### src/rtl/i2c_target_regs.sv
// I2C target exposing a small byte register file with an auto-incrementing pointer.
// Optional input majority filtering is enabled by defining I2C_TARGET_GLITCH_FILTER_EN.
module i2c_target_regs #(
    parameter logic [6:0]  TARGET_ADDR = 7'h3C,
    parameter int unsigned NUM_REGS    = 8,
    localparam int unsigned IDX_W      = $clog2(NUM_REGS)
) (
    input  logic                    clk,
    input  logic                    rst,
    input  logic                    scl_i,
    input  logic                    sda_i,
    output logic                    sda_oe,
    output logic [8*NUM_REGS-1:0]   regs_o,
    output logic                    wr_stb,
    output logic [IDX_W-1:0]        wr_idx,
    output logic                    busy
);

    typedef enum logic [3:0] {
        IDLE, ADDR, ADDR_ACK, PTR, PTR_ACK, WR, WR_ACK, RD, RD_ACK, WAIT_STOP
    } state_t;

    logic [1:0] scl_sync;
    logic [1:0] sda_sync;
    logic       scl_s;
    logic       sda_s;
    logic       scl_q;
    logic       sda_q;

    // Two-flop synchronizers; idle bus reads high
    always_ff @(posedge clk or posedge rst) begin
        if (rst) begin
            scl_sync <= 2'b11;
            sda_sync <= 2'b11;
        end else begin
            scl_sync <= {scl_sync[0], scl_i};
            sda_sync <= {sda_sync[0], sda_i};
        end
    end

`ifdef I2C_TARGET_GLITCH_FILTER_EN
    logic [1:0] scl_hist;
    logic [1:0] sda_hist;
    logic       scl_filt;
    logic       sda_filt;

    function automatic logic maj3(input logic a, input logic b, input logic c);
        return (a & b) | (a & c) | (b & c);
    endfunction

    // Majority of the newest three samples: single-cycle pulses never propagate
    always_ff @(posedge clk or posedge rst) begin
        if (rst) begin
            scl_hist <= 2'b11;
            sda_hist <= 2'b11;
            scl_filt <= 1'b1;
            sda_filt <= 1'b1;
        end else begin
            scl_hist <= {scl_hist[0], scl_sync[1]};
            sda_hist <= {sda_hist[0], sda_sync[1]};
            scl_filt <= maj3(scl_sync[1], scl_hist[0], scl_hist[1]);
            sda_filt <= maj3(sda_sync[1], sda_hist[0], sda_hist[1]);
        end
    end

    assign scl_s = scl_filt;
    assign sda_s = sda_filt;
`else
    assign scl_s = scl_sync[1];
    assign sda_s = sda_sync[1];
`endif

    always_ff @(posedge clk or posedge rst) begin
        if (rst) begin
            scl_q <= 1'b1;
            sda_q <= 1'b1;
        end else begin
            scl_q <= scl_s;
            sda_q <= sda_s;
        end
    end

    state_t           state;
    logic [2:0]       bit_cnt;
    logic [6:0]       rx_sh;
    logic [7:0]       tx_sh;
    logic             rw_q;
    logic [IDX_W-1:0] ptr;
    logic [7:0]       regs [NUM_REGS];

    logic             scl_rise_c;
    logic             scl_fall_c;
    logic             start_c;
    logic             stop_c;
    logic             byte_done_c;
    logic [7:0]       rx_byte_c;
    logic [IDX_W-1:0] ptr_inc_c;

    // Bus event decode; START/STOP require SCL high on both samples
    always_comb begin
        scl_rise_c  = scl_s & ~scl_q;
        scl_fall_c  = ~scl_s & scl_q;
        start_c     = scl_s & scl_q & sda_q & ~sda_s;
        stop_c      = scl_s & scl_q & ~sda_q & sda_s;
        byte_done_c = scl_rise_c && (bit_cnt == 3'd7);
        rx_byte_c   = {rx_sh, sda_s};
        ptr_inc_c   = ptr + IDX_W'(1);
    end

    // Protocol FSM; SDA drive only moves on SCL falling edges
    always_ff @(posedge clk or posedge rst) begin
        if (rst) begin
            state   <= IDLE;
            bit_cnt <= 3'd0;
            rx_sh   <= 7'd0;
            tx_sh   <= 8'd0;
            rw_q    <= 1'b0;
            ptr     <= '0;
            sda_oe  <= 1'b0;
            wr_stb  <= 1'b0;
            wr_idx  <= '0;
            busy    <= 1'b0;
            for (int i = 0; i < NUM_REGS; i++) begin
                regs[i] <= 8'h00;
            end
        end else begin
            wr_stb <= 1'b0;
            if (start_c) begin
                state   <= ADDR;
                bit_cnt <= 3'd0;
            end else if (stop_c) begin
                state <= IDLE;
                busy  <= 1'b0;
            end else if (scl_rise_c) begin
                case (state)
                    ADDR: begin
                        rx_sh   <= {rx_sh[5:0], sda_s};
                        bit_cnt <= bit_cnt + 3'd1;
                        if (byte_done_c) begin
                            if (rx_sh == TARGET_ADDR) begin
                                state <= ADDR_ACK;
                                rw_q  <= sda_s;
                                busy  <= 1'b1;
                            end else begin
                                state <= WAIT_STOP;
                            end
                        end
                    end
                    ADDR_ACK: begin
                        bit_cnt <= 3'd0;
                        if (rw_q) begin
                            state <= RD;
                            tx_sh <= regs[ptr];
                        end else begin
                            state <= PTR;
                        end
                    end
                    PTR: begin
                        rx_sh   <= {rx_sh[5:0], sda_s};
                        bit_cnt <= bit_cnt + 3'd1;
                        if (byte_done_c) begin
                            ptr   <= rx_byte_c[IDX_W-1:0];
                            state <= PTR_ACK;
                        end
                    end
                    PTR_ACK: begin
                        bit_cnt <= 3'd0;
                        state   <= WR;
                    end
                    WR: begin
                        rx_sh   <= {rx_sh[5:0], sda_s};
                        bit_cnt <= bit_cnt + 3'd1;
                        if (byte_done_c) begin
                            regs[ptr] <= rx_byte_c;
                            wr_stb    <= 1'b1;
                            wr_idx    <= ptr;
                            ptr       <= ptr_inc_c;
                            state     <= WR_ACK;
                        end
                    end
                    WR_ACK: begin
                        bit_cnt <= 3'd0;
                        state   <= WR;
                    end
                    RD: begin
                        bit_cnt <= bit_cnt + 3'd1;
                        if (byte_done_c) begin
                            state <= RD_ACK;
                        end
                    end
                    RD_ACK: begin
                        bit_cnt <= 3'd0;
                        if (!sda_s) begin
                            ptr   <= ptr_inc_c;
                            tx_sh <= regs[ptr_inc_c];
                            state <= RD;
                        end else begin
                            state <= WAIT_STOP;
                        end
                    end
                    default: ;
                endcase
            end else if (scl_fall_c) begin
                case (state)
                    ADDR_ACK, PTR_ACK, WR_ACK: sda_oe <= 1'b1;
                    RD: begin
                        sda_oe <= ~tx_sh[7];
                        tx_sh  <= {tx_sh[6:0], 1'b0};
                    end
                    default: sda_oe <= 1'b0;
                endcase
            end
        end
    end

    for (genvar g = 0; g < NUM_REGS; g++) begin : g_flat
        assign regs_o[8*g +: 8] = regs[g];
    end

endmodule

### config.mk
export PLATFORM = sky130hd
export DESIGN_NAME = i2c_target_regs
export DESIGN_NICKNAME = d
export VERILOG_FILES = /design/src/rtl/i2c_target_regs.sv
export SDC_FILE = /design/constraint.sdc
export NUM_CORES = 1
export LEC_CHECK = 0
export CAP_MARGIN = 10
export CORE_MARGIN = 2
export CORE_UTILIZATION = 55
export DETAILED_ROUTE_END_ITERATION = 8
export DONT_BUFFER_PORTS = 1
export PLACE_DENSITY = 0.82
export SETUP_SLACK_MARGIN = 0.4
export SYNTH_ARGS = -nofsm -noshare
export SYNTH_HDL_FRONTEND = slang
export SYNTH_SLANG_ARGS = --single-unit
### constraint.sdc
create_clock -name clk -period 3.21 [get_ports clk]
set_input_delay 0.8025 -clock clk [delete_from_list [all_inputs] [get_ports clk]]
set_output_delay 0.8025 -clock clk [all_outputs]
set_load 0.1 [all_outputs]
## Yosys cells after proc, flatten, opt, wreduce, memory -nomap -nowiden

Cells that the tools add are included.

| operators by class | value |
|---|---|
| $add $sub $neg | 2 |
| $lt $le $gt $ge | 3 |
| eq/ne operators | 21 |
| mux-type cells | 45 |
| bitwise operators | 17 |
| reductions and logical operators | 27 |

Operator list:

| cell | number |
|---|---|
| $mux 8 | 10 |
| $bwmux 64 | 1 |
| $bmux 8 s3 | 2 |
| $mux 4 | 9 |
| $pmux 4 s7 | 1 |
| $demux 8 s3 | 1 |
| $mux 3 | 7 |
| $eq 4x3->1 const B | 4 |
| $ne 4x4->1 const B | 4 |
| $pmux 8 s2 | 1 |
| $reduce_and 7->1 | 2 |
| $reduce_bool 2->1 | 7 |
| $reduce_and 6->1 | 2 |
| $mux 1 | 10 |
| $reduce_and 5->1 | 2 |
| $pmux 3 s3 | 1 |
| $reduce_bool 3->1 | 3 |
| $reduce_bool 9->1 | 1 |
| $eq 4x2->1 const B | 2 |
| $ge 4x4->1 const B | 2 |
| $ne 2x2->1 const B | 4 |
| $not 1->1 | 8 |
| $not 3->4 | 2 |
| $reduce_and 4->1 | 2 |
| other kinds (16) | 27 |

| storage, ports and cells | value |
|---|---|
| register bits | 102 |
| input bits | 4 |
| output and inout bits | 70 |
| word-level logic and storage cells | 137 |

## Depth between registers and ports, before layout

| depth | value |
|---|---|
| depth after elaboration | 8 |
| depth in mapped cells | 8 |

## Worst setup path before layout

Ideal clock, no wire load.

| timing | value |
|---|---|
| path type | reg-to-reg |
| start point | register ptr[1] |
| end point | register tx_sh[1] |
| data arrival time | 2.094 ns |
| path slack | 0.991 ns |
| stages on the path, launching flop included | 8 |
| path buffers | 2 |
| cells stage by stage | dfrtp_1 -> ha_1 -> clkbuf_1 -> clkbuf_1 -> mux4_2 -> o22ai_1 -> o22ai_1 -> mux2_2 |

| between the ends | value |
|---|---|
| longest elaborated chain between the ends | 8 |

Ends and longest elaborated chain:

| what | RTL line | source |
|---|---|---|
| start, declared | 88 | `logic [IDX_W-1:0] ptr;` |
| start signal, assigned | 162 | `ptr <= rx_byte_c[IDX_W-1:0];` |
| start signal, assigned | 177 | `ptr <= ptr_inc_c;` |
| start signal, assigned | 194 | `ptr <= ptr_inc_c;` |
| $add 3x1->3 | 107 | `ptr_inc_c = ptr + IDX_W'(1);` |
| $not 3->4 (implied by the code) | 195 | `tx_sh <= regs[ptr_inc_c];` |
| $bmux 8 s3 | 195 |  |
| $mux 8 (implied by the code) (2 in series) | 195 |  |
| $mux 8 | 193 | `if (!sda_s) begin` |
| $pmux 8 s2 (*) | 135 | `case (state)` |
| $mux 8 (*) | 134 | `end else if (scl_rise_c) begin` |
| end signal, assigned | 153 | `tx_sh <= regs[ptr];` |
| end signal, assigned | 195 |  |
| end signal, assigned | 208 | `tx_sh <= {tx_sh[6:0], 1'b0};` |
| end, declared | 86 | `logic [7:0] tx_sh;` |

Mark *: on every way between the ends. The rest lies on a longest branch, timed or not. The select of a mux whose other input is x is not followed.
A chain may end at the register's enable or synchronous reset.

## Worst setup path in the final report

| timing | value |
|---|---|
| start point | register sda_sync[1] |
| end point | register regs, in the netlist regs_o[33] |

| between the ends | value |
|---|---|
| longest elaborated chain between the ends | 4 |

Ends and longest elaborated chain:

| what | RTL line | source |
|---|---|---|
| start, declared | 24 | `logic [1:0] sda_sync;` |
| start signal, assigned | 37 | `sda_sync <= {sda_sync[0], sda_i};` |
| $not 1->1 | 103 | `start_c = scl_s & scl_q & sda_q & ~sda_s;` |
| $and 1x1->1 | 103 |  |
| $not 1->1 (no source line) | n/a |  |
| $reduce_and 5->1 (no source line) (*) | n/a |  |
| end signal, assigned by index | 174 | `regs[ptr] <= rx_byte_c;` |
| end, declared | 89 | `logic [7:0] regs [NUM_REGS];` |

Mark *: on every way between the ends. The rest lies on a longest branch, timed or not.

==> results.py <==
metrics = {
    "status": {
        "status": "complete, no violations",
    },
    "place": {
        "place_worst_setup_slack_ns": 0.651,
        "dp_hpwl_um": 9240,
        "gp_congestion": 0.870,
        "port_buffers": 0,
    },
    "power_and_ir_drop": {
        "pwr_density_cell_mw_per_mm2": 588,
        "p_leak_uw": 0.00263,
        "ir_drop_mv": 0.345,
    },
    "worst_setup_path": {
        "critPathCaptureType": "flop",
        "cp_max_fo": 19,
        "crit_buf_inv": 1,
        "path_cells": "xor2_4, a21oi_4, nand3_4, nor4_4, buf_4, mux2_2",
        "worstSetupPathDepth": 6,
        "crit_type": "reg2reg",
        "r2r-start": "sda_sync[1]",
        "rr_endpoint": "regs_o[33]",
        "cp.required_ns": 3.49,
        "r2r_cells": 6,
        "critPathLaunchType": "flop",
        "cp_top_family": "flip-flops",
        "crit_slowest_cell": "dfstp_2",
        "max_stage_delay_ns": 0.79,
        "rrSetupSlack_ns": 0.64,
        "worstPathArrival_ns": 2.85,
    },
    "logic_synthesis": {
        "synth_top_cell_by_area": "dfrtp_1",
        "syn_inst": 437,
        "yosysWarnings": 0,
        "ys_seq_area_frac": 0.461,
        "synth_area_per_cell_um2": 12.7,
        "synth_top_cells_by_count": "96 x dfrtp_1, 83 x mux2_2, 35 x mux2i_1",
        "async_reset_ff_frac": 1.00,
        "synth.distinct_cells": 68,
        "yosys-top-cells-area": "dfrtp_1 43%, mux2_2 17%, mux4_2 6.5%, mux2i_1 6.3%, o22ai_1 3.5%",
        "synth_seq_cells": 102,
        "synth_edf_count": 0,
        "syn_area_mm2": 0.00555,
        "synth_most_common_cell": "dfrtp_1",
        "synth.top_cell.area_share": 0.433,
        "syn-num-nets": 447,
        "ys.flop_type": "dfrtp_1",
    },
    "layout": {
        "antenna_cells": 0,
        "fin_util": 0.597,
        "regArea_mm2": 0.00256,
        "drive_gt1_frac": 0.357,
        "final_net_count": 431,
        "areaGrowthSynthToFinish_pct": 5.16,
        "multiInputGateArea_mm2": 0.00277,
        "nFillCells": 784,
    },
    "sta": {
        "fin_tns_setup_ns": 0,
        "setup_viol": 0,
        "relSlewSlack": 0.287,
        "timing.fmax_mhz": 389,
        "worst_pin_slew_ns": 1.07,
        "period_share": 0.800,
        "period_minus_slack_ns": 2.57,
        "setup_slack_ns": 0.641,
        "rsz0062_at_grt": "no",
        "maxSlewViolCount": 0,
        "hold_violations": 0,
        "fin_worst_skew_ns": 0.0215,
    },
    "global_routing": {
        "grt_pass1_vias": 3798,
        "grt_max_degree": 43,
        "antenna_found_initial": 0,
        "grt-ovfl-total": 0,
        "grt_use_total": 0.263,
        "grt_pass1_wl_um": 21700,
    },
    "route": {
        "vias": 3815,
        "post_drt_wl_per_cell_um": 24.7,
        "ant_nets": 0,
        "post_drt_via_cell_ratio": 6.82,
        "route.detailed.drc": 0,
        "drt-initial-drc-count": 394,
        "routed_wl_um": 13800,
        "dr.pass1.iters": 5,
    },
    "clock_network": {
        "ctsHoldBuffers": 0,
        "cts_buffers": 9,
        "path_clk_slew_ns": 0.10,
        "insertion_delay_ns": 0.39,
        "cts_num_sinks": 102,
        "clk_path_buf_depth": 2,
        "htreeDepth": 3,
        "post_cts_resized": 0,
        "root_buffer": "clkbuf_8",
        "cts_tree": "yes",
        "cts_setup_buffers": 0,
    },
    "worst_hold_path": {
        "min_to": "scl_sync[1]",
        "hp-start": "scl_sync[0]",
        "min_path_type": "reg2reg",
        "holdPathStages": 0,
    },
    "floorplanning": {
        "die_h_um": 104,
        "rows": 36,
        "start_util": 0.568,
        "die_w_um": 104,
        "coreArea_mm2": 0.00977,
        "die_area_mm2": 0.0109,
        "ios": 74,
    },
    "flow_run": {
        "cap_violations": 0,
    },
}
worst max-delay path by stage:
stage	startpoint	to	slack [ns]
global placement	ptr[0]	tx_sh[3]	0.73
finish	sda_sync[1]	regs_o[33]	0.64
detailed placement	ptr[0]	tx_sh[3]	0.65
CTS	ptr[0]	tx_sh[3]	0.64
global route	sda_sync[1]	regs_o[61]	0.54
floorplan	ptr[1]	tx_sh[1]	0.99
registers in the layout, summed over array words and instances (netlist names):
name	flops
sda_oe	1
state	4
sda_sync	2
rw_q	1
wr_idx	3
regs_o	64
rx_sh	7
wr_stb	1
scl_q	1
busy	1
scl_sync	2
tx_sh	8
sda_q	1
bit_cnt	3
ptr	3
cells in the final DEF, fill, tap and decap left out, types with 2 or more instances in the layout:
cell type	instances
nor2_2	2
clkbuf_8	9
mux2_2	83
o221ai_1	2
o21ai_0	9
nor2b_1	3
inv_1	12
dfrtp_1	95
buf_4	6
a21oi_1	5
nand2b_1	4
mux2i_1	35
nand3b_1	2
mux4_2	16
nand2_1	13
o22ai_1	31
dfstp_2	6
nor3_1	2
a22o_2	2
nor4b_1	3
ha_1	6
o31ai_1	8
xor2_1	2
nor3b_1	5
nor2_1	10
clkinv_4	2
nor3_4	2
or3_1	2
clkbuf_1	2
or2_2	2
buf_12	2
a22oi_1	2
per-layer routing:
metal / vias up / routed length (um) / track usage
li1: 1617 / - / -
met1: 1932 / 5370 / 0.336
met2: 227 / 6480 / 0.408
met3: 39 / 1480 / 0.0890
met4: 0 / 450 / 0.114
met5: - / 0 / 0
per-stage QoR:
stage	total power, uW	cells	hold slack, ns	area [um2]
floorplan	2370	437	0.345	5550
global placement	2550	543	0.346	5640
detailed placement	2590	543	0.348	5640
CTS	3420	559	0.360	5830
global route	3560	559	0.365	5830
finish	3430	559	0.359	5830
where the power goes:
part           total, uW  switching, uW  internal [uW]
clock network        847            474            373
logic                882            501            381
registers           1700            322           1380
total               3430           1300           2130
logic make-up (layout without fill, tap and decap cells):
family                   Yosys count  count (layout)  synth area share
multiplexers                     134             134             0.297
AO/OA/AOI/OAI                     76              76            0.0947
XOR/XNOR                           3               3           0.00812
AND/OR/NAND/NOR                   68              68            0.0859
buffers and inverters             48              37            0.0397
flip-flops                       102             102             0.461
adder cells (fa/ha/maj)            6               6            0.0135
cell type report:
type	instances	area share
Multi-Input combinational cell	287	0.474
Inverter	13	0.00901
Clock buffer	11	0.0225
Tap cell	133	0.0285
Clock inverter	5	0.0116
Timing Repair Buffer	8	0.0146
Sequential cell	102	0.439
(Power assumes the default switching activity.)
